`config.mk`:
```
export PLATFORM = sky130hd
export DESIGN_NAME = spi_2_apb
export DESIGN_NICKNAME = d
export VERILOG_FILES = /design/src/rtl/spi_2_apb.sv
export SDC_FILE = /design/constraint.sdc
export NUM_CORES = 1
export LEC_CHECK = 0
export BUFFER_PORTS_ARGS = -buffer_cell sky130_fd_sc_hd__clkbuf_2
export CAP_MARGIN = 10
export CORE_MARGIN = 2
export CORE_UTILIZATION = 52
export CTS_CLUSTER_DIAMETER = 120
export DETAILED_ROUTE_END_ITERATION = 12
export PLACE_DENSITY = 0.76
export SETUP_SLACK_MARGIN = 0.15
export SYNTH_ARGS = -nofsm -noshare
export SYNTH_HDL_FRONTEND = slang
export SYNTH_SLANG_ARGS = --single-unit
```
`constraint.sdc`:
```
create_clock -name pclk -period 2.1 [get_ports pclk]
set_input_delay 0.21 -clock pclk [delete_from_list [all_inputs] [get_ports pclk]]
set_output_delay 0.21 -clock pclk [all_outputs]
set_load 0.03 [all_outputs]
```
`src/rtl/spi_2_apb.sv`:
```
// spi_2_apb: SPI mode-0 slave (MSB first) bridging each cs-low frame
// onto exactly one 32-bit APB read or write.
// Ports: pclk/presetn clock and async active-low reset;
//   scl/cs/mosi/miso SPI slave side, oversampled on pclk;
//   paddr/pprot/psel/penable/pwrite/pwdata/pstrb APB request,
//   pready/prdata/pslverr APB response.
// Optional: define SPI2APB_TIMEOUT_EN to enable the APB access watchdog.
module spi_2_apb #(
    parameter int                ADDR_W         = 32,
    parameter logic [ADDR_W-1:0] BASE_ADDR      = '0,
    parameter int                TIMEOUT_CYCLES = 256
) (
    input  logic              pclk,
    input  logic              presetn,
    input  logic              scl,
    input  logic              cs,
    input  logic              mosi,
    output logic              miso,
    output logic [ADDR_W-1:0] paddr,
    output logic [2:0]        pprot,
    output logic              psel,
    output logic              penable,
    output logic              pwrite,
    output logic [31:0]       pwdata,
    output logic [3:0]        pstrb,
    input  logic              pready,
    input  logic [31:0]       prdata,
    input  logic              pslverr
);
    typedef enum logic [2:0] {
        IDLE, CMD, ADDR, WDATA, RTURN, RDATA, IGNORE
    } spi_st_t;
    typedef enum logic [1:0] {A_IDLE, A_SETUP, A_ACCESS} apb_st_t;

    spi_st_t r_spi_st, w_spi_nxt;
    apb_st_t r_apb_st, w_apb_nxt;

    logic [2:0]        r_scl_s, r_cs_s;
    logic [1:0]        r_mosi_s;
    logic [4:0]        r_cnt;
    logic [31:0]       r_rx, r_tx, r_wdata, r_rdata;
    logic [7:0]        r_addr;
    logic              r_is_rd, r_launch, r_miso, r_last_err, r_rd_ok;
    logic              w_rise, w_fall, w_cs_fall, w_cs_rise, w_last;
    logic              w_busy, w_cmd_ok, w_done, w_to, w_rej, w_late;
    logic [31:0]       w_rx_nxt;
    logic [7:0]        w_cmd;
    logic [ADDR_W-1:0] w_paddr;

    always_ff @(posedge pclk or negedge presetn) begin
        if (!presetn) begin
            r_scl_s  <= 3'b000;
            r_cs_s   <= 3'b111;
            r_mosi_s <= 2'b00;
        end else begin
            r_scl_s  <= {r_scl_s[1:0], scl};
            r_cs_s   <= {r_cs_s[1:0], cs};
            r_mosi_s <= {r_mosi_s[0], mosi};
        end
    end

    // scl edges only count while the synchronized cs is low
    assign w_cs_fall = r_cs_s[2] & ~r_cs_s[1];
    assign w_cs_rise = ~r_cs_s[2] & r_cs_s[1];
    assign w_rise    = r_scl_s[1] & ~r_scl_s[2] & ~r_cs_s[1];
    assign w_fall    = ~r_scl_s[1] & r_scl_s[2] & ~r_cs_s[1];
    assign w_rx_nxt  = {r_rx[30:0], r_mosi_s[1]};
    assign w_cmd     = w_rx_nxt[7:0];
    assign w_cmd_ok  = (w_cmd == 8'h01) || (w_cmd == 8'h02);
    assign w_busy    = (r_apb_st != A_IDLE);
    assign w_done    = (r_apb_st == A_ACCESS) && pready;
    assign w_rej     = (r_spi_st == CMD) && w_last && w_cmd_ok && w_busy;
    assign w_late    = (r_spi_st == RTURN) && w_last && !r_rd_ok;
    assign w_paddr   = BASE_ADDR + ADDR_W'({r_addr, 2'b00});

    always_ff @(posedge pclk or negedge presetn) begin
        if (!presetn) r_spi_st <= IDLE;
        else          r_spi_st <= w_spi_nxt;
    end

    always_comb begin
        w_spi_nxt = r_spi_st;
        w_last    = 1'b0;
        unique case (r_spi_st)
            WDATA, RDATA:     w_last = w_rise && (r_cnt == 5'd31);
            CMD, ADDR, RTURN: w_last = w_rise && (r_cnt == 5'd7);
            default:          w_last = 1'b0;
        endcase
        if (w_cs_rise) begin
            w_spi_nxt = IDLE;
        end else begin
            unique case (r_spi_st)
                IDLE:  if (w_cs_fall) w_spi_nxt = CMD;
                CMD:   if (w_last)
                           w_spi_nxt = (w_cmd_ok && !w_busy) ? ADDR : IGNORE;
                ADDR:  if (w_last) w_spi_nxt = r_is_rd ? RTURN : WDATA;
                WDATA: if (w_last) w_spi_nxt = IGNORE;
                RTURN: if (w_last) w_spi_nxt = RDATA;
                RDATA: if (w_last) w_spi_nxt = IGNORE;
                default: w_spi_nxt = r_spi_st;
            endcase
        end
    end

    // r_miso holds the bit on the wire; r_tx holds the bits still to come
    always_ff @(posedge pclk or negedge presetn) begin
        if (!presetn) begin
            r_cnt    <= '0;
            r_rx     <= '0;
            r_tx     <= '0;
            r_wdata  <= '0;
            r_addr   <= '0;
            r_is_rd  <= 1'b0;
            r_launch <= 1'b0;
            r_miso   <= 1'b0;
        end else begin
            r_launch <= 1'b0;
            if (r_cs_s[1]) begin
                r_miso <= 1'b0;
            end else if (w_cs_fall && r_spi_st == IDLE) begin
                r_cnt  <= '0;
                r_miso <= 1'b0;
                r_tx   <= {5'b0, r_last_err, w_busy, 25'b0};
            end else begin
                if (w_rise) begin
                    r_rx  <= w_rx_nxt;
                    r_cnt <= w_last ? 5'd0 : r_cnt + 5'd1;
                end
                if (w_fall) begin
                    r_miso <= (r_spi_st == IGNORE) ? 1'b0 : r_tx[31];
                    r_tx   <= {r_tx[30:0], 1'b0};
                end
                if (w_last) begin
                    unique case (r_spi_st)
                        CMD: r_is_rd <= (w_cmd == 8'h02);
                        ADDR: begin
                            r_addr   <= w_rx_nxt[7:0];
                            r_launch <= r_is_rd;
                        end
                        WDATA: begin
                            r_wdata  <= w_rx_nxt;
                            r_launch <= 1'b1;
                        end
                        RTURN: r_tx <= r_rd_ok ? r_rdata : 32'hFFFF_FFFF;
                        default: r_tx <= r_tx;
                    endcase
                end
            end
        end
    end

`ifdef SPI2APB_TIMEOUT_EN
    localparam int TW = $clog2(TIMEOUT_CYCLES + 1);
    logic [TW-1:0] r_to_cnt;

    always_ff @(posedge pclk or negedge presetn) begin
        if (!presetn)                   r_to_cnt <= '0;
        else if (r_apb_st != A_ACCESS)  r_to_cnt <= '0;
        else                            r_to_cnt <= r_to_cnt + 1'b1;
    end

    assign w_to = (r_apb_st == A_ACCESS) && !pready &&
                  (r_to_cnt == TW'(TIMEOUT_CYCLES - 1));
`else
    assign w_to = 1'b0;
`endif

    always_ff @(posedge pclk or negedge presetn) begin
        if (!presetn) r_apb_st <= A_IDLE;
        else          r_apb_st <= w_apb_nxt;
    end

    always_comb begin
        w_apb_nxt = r_apb_st;
        unique case (r_apb_st)
            A_IDLE:   if (r_launch) w_apb_nxt = A_SETUP;
            A_SETUP:  w_apb_nxt = A_ACCESS;
            A_ACCESS: if (pready || w_to) w_apb_nxt = A_IDLE;
            default:  w_apb_nxt = A_IDLE;
        endcase
    end

    // completion ORs the error so a reject seen during the access survives
    always_ff @(posedge pclk or negedge presetn) begin
        if (!presetn) begin
            paddr      <= '0;
            pwrite     <= 1'b0;
            pwdata     <= '0;
            pstrb      <= 4'h0;
            r_rdata    <= '0;
            r_rd_ok    <= 1'b0;
            r_last_err <= 1'b0;
        end else begin
            if (r_launch && r_apb_st == A_IDLE) begin
                paddr      <= w_paddr;
                pwrite     <= !r_is_rd;
                pwdata     <= r_is_rd ? 32'h0 : r_wdata;
                pstrb      <= r_is_rd ? 4'h0 : 4'hF;
                r_rd_ok    <= 1'b0;
                r_last_err <= 1'b0;
            end
            if (w_done) begin
                if (!pwrite) r_rdata <= prdata;
                r_rd_ok    <= 1'b1;
                r_last_err <= r_last_err | pslverr;
            end
            if (w_to) begin
                r_rdata    <= 32'hFFFF_FFFF;
                r_rd_ok    <= 1'b1;
                r_last_err <= 1'b1;
            end
            if (w_rej || w_late) r_last_err <= 1'b1;
        end
    end

    assign psel    = (r_apb_st != A_IDLE);
    assign penable = (r_apb_st == A_ACCESS);
    assign pprot   = 3'b000;
    assign miso    = r_miso;

endmodule
```
==> flow_summary_export.csv <==
group,metric,value,unit
route,drt_first_pass_iters,5,
cells_and_area,fin_nets,882,
job,cap_violations,0,
timing,finalMaxSlewViolations,0,
clocking,cts-htree-levels,4,
cells_and_area,drive_above_1_share,0.354,
pwr,ir_drop,0.000643,V
logic_synthesis,synth_edf_count,0,
timing,rsz0062_at_grt,"true",
logic_synthesis,yosysUniqueCellTypes,55,
logic_synthesis,dominantRegCellSynth,"dfrtp_1",
die,rows,47,
clocking,numCtsBuffers,17,
worst_setup_path,cp-end-kind,"flip-flop",
clocking,clock_latency,430,ps
die,ios,114,
global_routing,grtUsageTotal,0.195,
worst_setup_path,path_class,"flip-flop to flip-flop",
pwr,total_power,8.04,mW
min_path,min_path_type,"input pin to flip-flop",
route,routed_wirelength,17.3,mm
die,die-area,17900,um2
timing,period_share,0.916,
placement,hpwlAfterDp,10.7,mm
timing,worst_slew_pin_slew,858,ps
global_routing,grt_pass1_vias,5587,
timing,layout_min_cycle_time,1920,ps
clocking,cts_root_buf,"clkbuf_16",
die,core-area,16500,um2
cells_and_area,fin_area,10300,um2
die,die_h,134,um
logic_synthesis,synthCells,744,
cells_and_area,nFillCells,1300,
cells_and_area,seq_area,4990,um2
route,viasPerCell,5.43,
worst_setup_path,crit_fanout,27,
min_path,holdPathStages,2,
die,dieWidth,134,um
timing,fin_worst_skew,9.54,ps
global_routing,grt_pass1_wl,28.0,mm
global_routing,grt_use_met1,0.284,
logic_synthesis,yosysWarnings,0,
route,via_count,5831,
route,route.detailed.drc,0,
logic_synthesis,async_flop_share,1.00,
timing,max_freq,520,MHz
clocking,clkTransAtPathRegs,70,ps
placement,dp_slack,52.0,ps
global_routing,gr-usage-met3,0.0408,
global_routing,busiest_layer,"met2",
die,start_util,0.531,
cells_and_area,final_common_cell,"dfrtp_1",
global_routing,gr-total-overflow,0,
cells_and_area,multi_input_area,3490,um2
global_routing,grt_max_degree,72,
cells_and_area,final_cell_mix,"dfrtp_1, nand2_1, mux2_2",
timing,tns,0,ps
cells_and_area,antenna_cells,0,
global_routing,globalRouteMet2Util,0.292,
cells_and_area,utilization,0.625,
logic_synthesis,ys_seq_area_frac,0.568,
timing,setup_viol,0,
pwr,powerDensity,779,nW/um2
clocking,clock_path_buffers,2,
worst_setup_path,r2r_cells,7,
clocking,clock_sinks,199,
logic_synthesis,syn_area_per_cell,11.8,um2
placement,place_congestion,0.799,
worst_setup_path,arrival,2250,ps
route,dr.first_iter.drc_count,346,
worst_setup_path,worstSetupStartpointType,"flip-flop",
pwr,power.leakage,4.95,nW
outcome,status,"complete, no violations",
logic_synthesis,syn_area,8780,um2
timing,relSlewSlack,0.427,
route,wl_per_cell,16.1,um
timing,hold_viol,0,
cells_and_area,area_delta_synth_final,17.6,%
placement,place_area,9530,um2
clocking,cts_tree,"built",
timing,worst_slack,176,ps
placement,portBuffers,86,
global_routing,antenna_found_initial,0,
logic_synthesis,yosys_register_bits,199,
worst_setup_path,worstPathRequired,2420,ps
route,drtAntennaViolNets,0,
-- cells by family (layout without fill, tap and decap cells) --
logic type | count (synthesis) | in the layout | synth area share
AO/OA/AOI/OAI | 102 | 102 | 0.0840
XOR/XNOR | 1 | 1 | 0.000998
adder cells (fa/ha/maj) | 3 | 3 | 0.00428
buffers and inverters | 90 | 173 | 0.0587
flip-flops | 199 | 199 | 0.568
multiplexers | 114 | 114 | 0.146
other | 1 | 27 | 0.000427
AND/OR/NAND/NOR | 234 | 234 | 0.138
-- routing by layer --
layer	up-vias	routed length (um)
met4	0	260
met3	21	786
li1	2735	-
met1	2922	8260
met5	-	0
met2	153	7960
-- timing repair --
item / CTS / global route
cloned: 0 / 5
buffers inserted: 0 / 6
endpoints found under the hold margin: 63 / 1
setup endpoints to repair: 69 / 105
resized for setup: 5 / 9
pin swaps: 1 / 2
hold buffers: 4 / 1
-- final timing paths --
path | startpoint | to | slack, ps
min in group asynchronous | presetn | paddr[6] | 360
setup / recovery | r_cnt[0] | r_tx[30] | 180
hold reg to reg | r_mosi_s[0] | r_mosi_s[1] | 350
setup reg to reg | r_cnt[0] | r_tx[30] | 180
hold / removal | prdata[9] | r_rdata[9] | 6
max in group asynchronous | presetn | r_cs_s[0] | 1070
-- worst max-delay path: stages, from the launching register on --
cell and delay [ps]:
dfrtp_1 390, ha_2 220, nand2_2 100, nor4_4 190, nand2_2 150, buf_12 180, or3_1 320, a32o_1 260
-- layout make-up --
cell class                      count  share of cell area
Sequential cell                   199               0.483
Multi-Input combinational cell    481               0.338
Timing Repair Buffer              130              0.0922
Clock buffer                       19              0.0429
Tap cell                          220              0.0267
Clock inverter                     13              0.0130
Inverter                           11             0.00424
-- synth_stat cells, types with 2 or more instances --
| library cell | instances | share of area |
|---|---|---|
| dfrtp_1 | 196 | 0.56 |
| inv_1 | 11 | 0.0047 |
| mux2_2 | 113 | 0.14 |
| o21ai_0 | 45 | 0.026 |
| a32o_1 | 30 | 0.034 |
| nand2b_1 | 37 | 0.026 |
| a211oi_1 | 2 | 0.0017 |
| a21oi_1 | 3 | 0.0017 |
| nor3_2 | 2 | 0.0023 |
| o22ai_1 | 2 | 0.0014 |
| nor3_1 | 2 | 0.0011 |
| clkbuf_1 | 26 | 0.011 |
| nor2_1 | 13 | 0.0056 |
| a31oi_1 | 4 | 0.0029 |
| dfstp_2 | 3 | 0.0090 |
| buf_2 | 11 | 0.0063 |
| o211ai_1 | 3 | 0.0026 |
| buf_4 | 35 | 0.030 |
| nand2b_4 | 2 | 0.0031 |
| and3_1 | 2 | 0.0014 |
| or3_1 | 29 | 0.021 |
| buf_6 | 4 | 0.0051 |
| nand3_1 | 29 | 0.017 |
| ha_1 | 3 | 0.0043 |
| nor4_1 | 2 | 0.0014 |
| clkbuf_2 | 2 | 0.0011 |
| o221ai_1 | 2 | 0.0020 |
| nand2_1 | 104 | 0.044 |
-- per-stage QoR --
| stage | hold WS, ps | cells |
|---|---|---|
| 6_report | 6.42 | 1073 |
| 5_1_grt | 2.67 | 1073 |
| 4_1_cts | 1.39 | 1061 |
| 3_5_place_dp | 256 | 1025 |
| 3_3_place_gp | 264 | 1025 |
| 2_1_floorplan | -85.6 | 770 |
-- flip-flops by register name, indices dropped and copies added (netlist names), 5 cells and up --
register / count
r_tx: 32
r_rx: 31
r_wdata: 32
r_rdata: 32
r_addr: 8
r_cnt: 5
paddr: 8
pwdata: 32
-- report_power, final --
| part | total (mW) | internal, mW | leakage [nW] | switching, mW |
|---|---|---|---|---|
| registers | 4.20 | 4.02 | 2.68 | 0.184 |
| clock network | 3.18 | 1.70 | 0.272 | 1.48 |
| logic | 0.657 | 0.325 | 2.00 | 0.332 |
| total | 8.04 | 6.05 | 4.95 | 2.00 |
Power figures use the tool's default switching activity.
